--- config.mk ---
export PLATFORM = sky130hd
export DESIGN_NAME = uart_reg_bridge
export DESIGN_NICKNAME = d
export VERILOG_FILES = /design/src/rtl/uart_bridge_pkg.sv /design/src/rtl/uart_bridge_timeout.sv /design/src/rtl/uart_reg_bridge.sv
export SDC_FILE = /design/constraint.sdc
export NUM_CORES = 1
export LEC_CHECK = 0
export ABC_AREA = 1
export CAP_MARGIN = 20
export CORE_ASPECT_RATIO = 0.6
export CORE_MARGIN = 4
export CORE_UTILIZATION = 45
export DETAILED_ROUTE_END_ITERATION = 16
export PLACE_DENSITY = 0.71
export SYNTH_ARGS = -nofsm -noshare
export SYNTH_HDL_FRONTEND = slang
export SYNTH_SLANG_ARGS = --single-unit
export TNS_END_PERCENT = 50
--- constraint.sdc ---
create_clock -name clk -period 2.27 [get_ports clk]
set_input_delay 0.454 -clock clk [delete_from_list [all_inputs] [get_ports clk]]
set_output_delay 0.454 -clock clk [all_outputs]
set_load 0.01 [all_outputs]
--- src/rtl/uart_bridge_pkg.sv ---
// ============================================================================
// Module      : uart_bridge_pkg
// Description : Shared types and constants for the UART register bridge.
//               The GET_CSUM state exists only when UART_REG_BRIDGE_CSUM_EN
//               is defined.
// Revision    : 1.0 - initial release
// ============================================================================
`default_nettype none

package uart_bridge_pkg;

    // Bridge FSM states; the encoding is fixed at 3 bits
    typedef enum logic [2:0] {
        IDLE     = 3'd0,
        GET_ADDR = 3'd1,
        GET_DATA = 3'd2,
        BUS_WR   = 3'd3,
        BUS_RD   = 3'd4,
        RD_WAIT  = 3'd5,
`ifdef UART_REG_BRIDGE_CSUM_EN
        SEND     = 3'd6,
        GET_CSUM = 3'd7
`else
        SEND     = 3'd6
`endif
    } state_t;

    // Host command bytes and the checksum-failure response
    localparam logic [7:0] CMD_WR        = 8'h57;
    localparam logic [7:0] CMD_RD        = 8'h52;
    localparam logic [7:0] CSUM_ERR_BYTE = 8'h45;

endpackage

`default_nettype wire

--- src/rtl/uart_bridge_timeout.sv ---
// ============================================================================
// Module      : uart_bridge_timeout
// Description : Inter-byte timeout counter. Counts while run is high, returns
//               to zero on clr or when not running, and raises expire in the
//               cycle the count sits at TIMEOUT_CLKS-1 with no clr present.
// Revision    : 1.0 - initial release
// ============================================================================
`default_nettype none

module uart_bridge_timeout #(
    parameter int TIMEOUT_CLKS = 2604000
) (
    input  logic clk,
    input  logic rst,
    input  logic run,
    input  logic clr,
    output logic expire
);

    localparam int              CW     = $clog2(TIMEOUT_CLKS);
    localparam logic [CW-1:0]   C_LAST = CW'(TIMEOUT_CLKS - 1);

    logic [CW-1:0] r_cnt;

    // Count clocks spent waiting for the next byte of a frame
    always_ff @(posedge clk or posedge rst) begin
        if (rst) begin
            r_cnt <= '0;
        end else if (clr || !run || (r_cnt == C_LAST)) begin
            r_cnt <= '0;
        end else begin
            r_cnt <= r_cnt + 1'b1;
        end
    end

    // An arriving byte (clr) always beats a coincident expiry
    assign expire = run && !clr && (r_cnt == C_LAST);

endmodule

`default_nettype wire

--- src/rtl/uart_reg_bridge.sv ---
// ============================================================================
// Module      : uart_reg_bridge
// Description : UART byte-stream command responder. Parses 'W' addr data and
//               'R' addr frames, performs one register bus access, and returns
//               a single response byte through the UART transmitter.
//               Optional macro UART_REG_BRIDGE_CSUM_EN adds a trailing XOR
//               checksum byte to W/R frames.
// Revision    : 1.0 - initial release
// ============================================================================
`default_nettype none

module uart_reg_bridge
    import uart_bridge_pkg::*;
#(
    parameter int         TIMEOUT_CLKS = 2604000,
    parameter logic [7:0] ACK_BYTE     = 8'h4B,
    parameter logic [7:0] NAK_BYTE     = 8'h3F
) (
    input  logic       clk,
    input  logic       rst,
    input  logic [7:0] rx_data,
    input  logic       rx_done,
    input  logic       tx_busy,
    output logic [7:0] tx_data,
    output logic       tx_start,
    output logic [7:0] reg_addr,
    output logic [7:0] reg_wdata,
    output logic       reg_we,
    output logic       reg_re,
    input  logic [7:0] reg_rdata,
    output logic       busy,
    output logic       frame_err
);

    state_t     r_state, w_state_nx;
    logic       r_is_wr, w_is_wr_nx;
    logic [7:0] w_tx_nx, w_addr_nx, w_wdata_nx;
    logic       w_run, w_expire;
`ifdef UART_REG_BRIDGE_CSUM_EN
    logic [7:0] r_csum, w_csum_nx;
`endif

    // Timer runs only while a frame is partially received
`ifdef UART_REG_BRIDGE_CSUM_EN
    assign w_run = (r_state == GET_ADDR) || (r_state == GET_DATA) || (r_state == GET_CSUM);
`else
    assign w_run = (r_state == GET_ADDR) || (r_state == GET_DATA);
`endif

    uart_bridge_timeout #(
        .TIMEOUT_CLKS (TIMEOUT_CLKS)
    ) u_timeout (
        .clk    (clk),
        .rst    (rst),
        .run    (w_run),
        .clr    (rx_done),
        .expire (w_expire)
    );

    assign busy = (r_state != IDLE);

    // FSM state register
    always_ff @(posedge clk or posedge rst) begin
        if (rst) begin
            r_state <= IDLE;
        end else begin
            r_state <= w_state_nx;
        end
    end

    // Frame fields and response byte registers
    always_ff @(posedge clk or posedge rst) begin
        if (rst) begin
            r_is_wr   <= 1'b0;
            tx_data   <= 8'h00;
            reg_addr  <= 8'h00;
            reg_wdata <= 8'h00;
`ifdef UART_REG_BRIDGE_CSUM_EN
            r_csum    <= 8'h00;
`endif
        end else begin
            r_is_wr   <= w_is_wr_nx;
            tx_data   <= w_tx_nx;
            reg_addr  <= w_addr_nx;
            reg_wdata <= w_wdata_nx;
`ifdef UART_REG_BRIDGE_CSUM_EN
            r_csum    <= w_csum_nx;
`endif
        end
    end

    // Next-state, strobes and datapath updates
    always_comb begin
        w_state_nx = r_state;
        w_is_wr_nx = r_is_wr;
        w_tx_nx    = tx_data;
        w_addr_nx  = reg_addr;
        w_wdata_nx = reg_wdata;
`ifdef UART_REG_BRIDGE_CSUM_EN
        w_csum_nx  = r_csum;
`endif
        reg_we     = 1'b0;
        reg_re     = 1'b0;
        tx_start   = 1'b0;
        frame_err  = 1'b0;

        case (r_state)
            IDLE: begin
                if (rx_done) begin
`ifdef UART_REG_BRIDGE_CSUM_EN
                    w_csum_nx = rx_data;
`endif
                    if ((rx_data == CMD_WR) || (rx_data == CMD_RD)) begin
                        w_is_wr_nx = (rx_data == CMD_WR);
                        w_state_nx = GET_ADDR;
                    end else begin
                        w_tx_nx    = NAK_BYTE;
                        w_state_nx = SEND;
                    end
                end
            end
            GET_ADDR: begin
                if (rx_done) begin
                    w_addr_nx = rx_data;
`ifdef UART_REG_BRIDGE_CSUM_EN
                    w_csum_nx  = r_csum ^ rx_data;
                    w_state_nx = r_is_wr ? GET_DATA : GET_CSUM;
`else
                    w_state_nx = r_is_wr ? GET_DATA : BUS_RD;
`endif
                end else if (w_expire) begin
                    frame_err  = 1'b1;
                    w_state_nx = IDLE;
                end
            end
            GET_DATA: begin
                if (rx_done) begin
                    w_wdata_nx = rx_data;
`ifdef UART_REG_BRIDGE_CSUM_EN
                    w_csum_nx  = r_csum ^ rx_data;
                    w_state_nx = GET_CSUM;
`else
                    w_state_nx = BUS_WR;
`endif
                end else if (w_expire) begin
                    frame_err  = 1'b1;
                    w_state_nx = IDLE;
                end
            end
`ifdef UART_REG_BRIDGE_CSUM_EN
            GET_CSUM: begin
                if (rx_done) begin
                    if (rx_data == r_csum) begin
                        w_state_nx = r_is_wr ? BUS_WR : BUS_RD;
                    end else begin
                        frame_err  = 1'b1;
                        w_tx_nx    = CSUM_ERR_BYTE;
                        w_state_nx = SEND;
                    end
                end else if (w_expire) begin
                    frame_err  = 1'b1;
                    w_state_nx = IDLE;
                end
            end
`endif
            BUS_WR: begin
                reg_we     = 1'b1;
                frame_err  = rx_done;
                w_tx_nx    = ACK_BYTE;
                w_state_nx = SEND;
            end
            BUS_RD: begin
                reg_re     = 1'b1;
                frame_err  = rx_done;
                w_state_nx = RD_WAIT;
            end
            RD_WAIT: begin
                frame_err  = rx_done;
                w_tx_nx    = reg_rdata;
                w_state_nx = SEND;
            end
            SEND: begin
                // The UART raises tx_busy the cycle after tx_start
                frame_err = rx_done;
                if (!tx_busy) begin
                    tx_start   = 1'b1;
                    w_state_nx = IDLE;
                end
            end
            default: begin
                w_state_nx = IDLE;
            end
        endcase
    end

endmodule

`default_nettype wire

==> impl_metrics.yaml <==
job:
  max_cap_violations: 0
clock_tree:
  clockBufferDepth: 2
  htreeDepth: 2
  holdBufCountCts: 0
  cts-root-buf: "clkbuf_8"
  clkLatencyLatePin_ns: 0.31
  cts_tree: "built"
  cts_sinks: 50
  numCtsBuffers: 5
  clk_pin_slew_ns: 0.09
layout:
  fill_cells: 448
  final_common_cell: "nand2_1"
  layout.nets: 417
  final_util: 0.643
  num_antenna_cells: 0
  layout-drive-gt1-share: 0.128
  syn2layout_area_growth_pct: 32.0
  layout_common_cells: "87 x nand2_1, 48 x dfrtp_1, 46 x clkdlybuf4s50_1, 45 x nor2_1, 42 x inv_1"
global_routing:
  met3_usage: 0.0561
  grt_antenna_before_repair: 0
  grt_pass1_wl_um: 10700
  overflow: 0
  grt_util_met2: 0.268
  grt_use_total: 0.195
  grt-busiest-layer: "met1"
  grt_pass1_vias: 2203
  grt_max_degree: 51
  use_met1: 0.296
floorplanning:
  die_w_um: 106
  dieArea_um2: 7020
  die_h_um: 66.5
  start_util: 0.487
  num_rows: 20
  ios: 49
  core_area_um2: 5280
drt:
  viasPerCell: 4.96
  drc_errors: 0
  postRouteAntennaNets: 0
  drt_iter0_markers: 181
  drt_wl_total_um: 6350
  avgRoutedWirePerCell_um: 13.4
  drtPass1Iterations: 5
  num_vias: 2349
placement:
  place.port_buffers: 48
  dpl.hpwl_um: 4790
  place.gp.congestion: 0.986
synth:
  syn_avg_cell_area_um2: 7.81
  seq_area_frac_synth: 0.487
  synthCells: 329
  synth-seq-cells: 50
  ys_types: 29
  synth_area_um2: 2570
  synth_warnings: 0
  synth_nets: 350
timing:
  rsz0062_at_grt: "no"
  fin_crit_ns: 2.18
  slew_headroom: 0.710
  slew_viol_final: 0
  max_freq_mhz: 458
  clock-skew-final_ns: 0.0142
  tightest_slew_ns: 0.433
  report.final.hold_viol_count: 0
  finalSetupViolations: 0
  fin_crit_sh: 0.962
run_status:
  outcome: "complete, no violations"
pwr:
  cellLeakagePower_nw: 1.50
  p_per_area_nw_per_um2: 997
  ir_drop_uv: 702
  p_total_w: 0.00338
worst_setup_path:
  end_kind: "output port"
  timing.rr.start: "u_timeout.r_cnt[1]"
  rrSetupSlack_ns: 0.68
  startpoint: "r_state[2]"
  worstSetupStartpointType: "flip-flop"
  critical_path_class: "flip-flop to output port"
  path_max_fanout: 5
  cp.arrival_ns: 1.73
  critPathRequiredTime_ns: 1.82
worst_hold_path:
  hp-class: "primary input to async pin"
report_power, final:
part,switching (W),internal [W]
registers,0.000135,0.00112
clock network,0.000314,0.000442
logic,0.000700,0.000674
cells in the mapped netlist:
cell       n  share of area
dfrtp_1   50           0.49
nand3_4    1         0.0068
xnor2_1    4          0.014
nand4_1    8          0.019
nand3_1   10          0.019
nand3b_1   2         0.0058
nor3_2     3          0.012
a22oi_1    3         0.0088
nor4_1     2         0.0049
xor2_1     5          0.017
nand2_2    4         0.0097
nand3_2    1         0.0039
nor2_2     6          0.015
buf_6      1         0.0044
nand2_1   87           0.13
o21ai_0   17          0.033
inv_1     43          0.063
nor2_4     1         0.0044
a31oi_1    3         0.0073
nor3_1    10          0.019
buf_4      1         0.0029
ha_1       1         0.0049
o21bai_1   1         0.0029
nor2_1    47          0.069
a21oi_1    7          0.014
inv_2      3         0.0044
buf_2      2         0.0039
o21ai_1    4         0.0078
nor3b_2    2         0.0097
sequential cells by signal, indices dropped and copies added (netlist names):
register         flops
u_timeout.r_cnt     22
reg_addr             8
reg_wdata            8
tx_data              8
r_state              3
r_is_wr              1
metrics by stage:
stage / cells / hold WS (ns) / setup WS (ns) / area, um2 / TNS [ns]
floorplan: 329 / 0.471 / 0.615 / 2570 / 0
detailed placement: 463 / 0.471 / -0.136 / 3230 / -0.136
finish: 474 / 0.490 / 0.0854 / 3390 / 0
global route: 474 / 0.507 / 0.00346 / 3390 / 0
CTS: 472 / 0.496 / 0.0122 / 3370 / 0
global placement: 463 / 0.461 / -0.0683 / 3230 / -0.0683
timing repair:
action / CTS / global route
buffers inserted: 1 / 2
resized for setup: 2 / 7
endpoints found under the setup margin: 2 / 3
pin swaps: 1 / 0
worst paths after layout:
| path | endpoint | cells after the start |
|---|---|---|
| worst max-delay path | reg_re | 5 |
| min in group clk | reg_addr[7] | 2 |
| worst max register to register | u_timeout.r_cnt[6] | 9 |
| worst min-delay path | u_timeout.r_cnt[1] | 3 |
| max in group asynchronous | r_state[2] | 3 |
| worst min register to register | reg_addr[7] | 2 |
metal layers:
layer	share of wire	up-vias
met5	0	-
met4	0.010	0
met3	0.093	10
met2	0.38	101
met1	0.52	1062
li1	-	1176
area by class of cell:
cell class	instances	area, um2	share of cell area
inverters	46	173	0.0509
multi-input cells	229	1120	0.331
clock inverters	3	68.8	0.0203
repair buffers	64	611	0.180
flip-flops and latches	50	1250	0.369
clock buffers	5	68.8	0.0203
well taps	77	96.3	0.0284
critical path: stages (launching register included):
cell and delay [ns]:
dfrtp_2 0.44, inv_2 0.07, nor2_1 0.16, nand2_1 0.14, inv_1 0.08, clkdlybuf4s50_1 0.53
cells by family after synthesis:
group           synth area share
fa+ha+maj                0.00487
compound gates            0.0735
flops                      0.487
simple gates               0.326
xor+xnor                  0.0307
buf+inv                   0.0784
Note: power is estimated with default switching activity, not from simulation.
==> RTL change, RTL diff (same flow settings) <==
`tx_data`, `reg_addr` and `reg_wdata` no longer have a reset.
--- a/src/rtl/uart_reg_bridge.sv
+++ b/src/rtl/uart_reg_bridge.sv
@@ -72,21 +72,21 @@
     always_ff @(posedge clk or posedge rst) begin
         if (rst) begin
             r_is_wr   <= 1'b0;
-            tx_data   <= 8'h00;
-            reg_addr  <= 8'h00;
-            reg_wdata <= 8'h00;
 `ifdef UART_REG_BRIDGE_CSUM_EN
             r_csum    <= 8'h00;
 `endif
         end else begin
             r_is_wr   <= w_is_wr_nx;
-            tx_data   <= w_tx_nx;
-            reg_addr  <= w_addr_nx;
-            reg_wdata <= w_wdata_nx;
 `ifdef UART_REG_BRIDGE_CSUM_EN
             r_csum    <= w_csum_nx;
 `endif
         end
+    end
+
+    always_ff @(posedge clk) begin
+        tx_data   <= w_tx_nx;
+        reg_addr  <= w_addr_nx;
+        reg_wdata <= w_wdata_nx;
     end
 
     // Next-state, strobes and datapath updates
Behaviour: not the same (a bounded check fails within 4 cycles, from zero or initial values and one cycle with rst high).
==> RTL change against the original RTL <==
- final cell count decreased by 13%
- highest routed layer unchanged
- routed wire length decreased by 7.1%
- critical path depth down 2
- setup slack got worse by 0.0032 ns
- clock skew fell by 0.0061 ns
- power is 26% lower
- final area is 6.7% lower
- sequential power fell by 5%
- count of clock-buffer cells in the layout grew 3
- sequential cell count is the same
- area after synthesis down 4.1%
- critical endpoint is now tx_start
- die area is 3.7% lower
==> RTL change: results (changes against the original RTL) <==
[setup_path]
worstRegToRegCells = 5  ; -4
reg2reg_slack_ns = 0.59  ; -0.09 ns
cp_max_fo = 2  ; -3
r2r-end = tx_data[0]$_DFFE_PP_
r2r_start = r_state[0]$_DFFE_PP0P_

[final_layout]
inv_count = 34  ; -26%
multiInputGateArea_um2 = 938  ; -16%
seq_share_pct = 43.4  ; +6.5 points
drive_above_1_share_pct = 10.4  ; -2.4 points
buffers = 58  ; -9.4%
clock_cell_area_share_pct = 2.53  ; -1.5 points
clockBufferCount = 8  ; +3
fin_util_pct = 61.1  ; -3.2 points
final-nonclk-buf-share_pct = 17.8  ; -0.21 points
fill_cells = 445  ; -0.67%
fin_nets = 365  ; -12%

[global_routing]
grt_pass1_wl_mm = 9.94  ; -7.3%
use_met2_pct = 26.7  ; -0.12 points
track_usage_pct = 18.8  ; -0.75 points
first_global_vias = 1994  ; -9.5%
met1_usage_pct = 27.7  ; -1.9 points
use_met3_pct = 5.69  ; +0.077 points
grt_max_degree = 27  ; -47%

[sta]
relSlewSlack_pct = 69.0  ; -2.1 points
whs_ns = 0.511  ; +0.0219 ns
skew_ns = 0.00810  ; -0.00610 ns

[synth]
synth_xor_area_share_pct = 4.27  ; +1.2 points
synth_async_sr_flop_share_pct = 52.0  ; -48 points
synth_seq_area_share_pct = 55.7  ; +7.0 points
synth_cell_types = 26  ; -10%
synth.area.top_cells = edfxtp_1, dfrtp_1, nand2_1
ys_top_cells_by_count = nand2_1, nor2_1, inv_1
synth_compound_area_share_pct = 3.71  ; -3.6 points
synth-adder-area-share_pct = 0.508  ; +0.021 points
synth_nets = 304  ; -13%

[power]
clockPowerShare_pct = 20.1  ; -2.2 points
pwr-share-comb_pct = 32.7  ; -7.9 points
max-vdd-ir-drop_mv = 0.442  ; -37%
comb_power_mw = 0.824  ; -40%
p_sw_mw = 0.838  ; -27%
p_leak_nw = 1.24  ; -18%

[placement]
dpl_cell_area_um2 = 3080  ; -4.6%
portBuffers = 48  ; unchanged
dpl.hpwl_mm = 4.62  ; -3.6%
dp_slack_ns = -0.168  ; -0.0322 ns
dp_cells = 403  ; -13%
place.gp.congestion = 0.974  ; -1.3%

[drt]
first_pass_iters = 4  ; -1
vias = 2074  ; -12%
m1WireLength_mm = 2.96  ; -9.4%
drt-total-wl_mm = 5.90  ; -7.1%
wl_met2_mm = 2.37  ; -2.0%
wl_met3_um = 500  ; -15%
drt_iter0_drc = 172  ; -5.0%

[clock_network]
cts_setup_buffers = 0  ; -1
cts_buffer_depth = 2  ; unchanged
cts_resized = 1  ; -1

[die]
die_area_um2 = 6760  ; -3.7%

[outcome]
status = completed

[RTL change: changes by cell type after synthesis, sizes merged, moves of 3 or more]
| cell | delta |
|---|---|
| edfxtp | +24 |
| nand3 | +12 |
| o21ai | -14 |
| xor2 | +4 |
| or2 | +3 |
| nand2 | -25 |
| inv | -12 |
| nor3 | -3 |
| nor2 | +3 |
| a31oi | -3 |
| dfrtp | -24 |
| a22oi | -3 |
| nand4 | -4 |
[RTL change: how the worst max path moves through the flow]
stage          cells after the start                          from  slack, ns        end
3_3_place_gp                       7                       rx_done      -0.14  frame_err
5_1_grt                            3        r_state[2]$_DFFE_PP0P_      -0.01     reg_re
2_1_floorplan                      7  u_timeout.r_cnt[0]$_DFF_PP0_       0.63  frame_err
6_report                           3                       tx_busy       0.08   tx_start
3_5_place_dp                       7                       rx_done      -0.17  frame_err
4_1_cts                            3        r_state[2]$_DFFE_PP0P_       0.05     reg_re
[RTL change: critical path: stages]
cell,delay (ns)
clkdlybuf4s50_1,0.41
nor4_1,0.28
clkdlybuf4s50_1,0.59
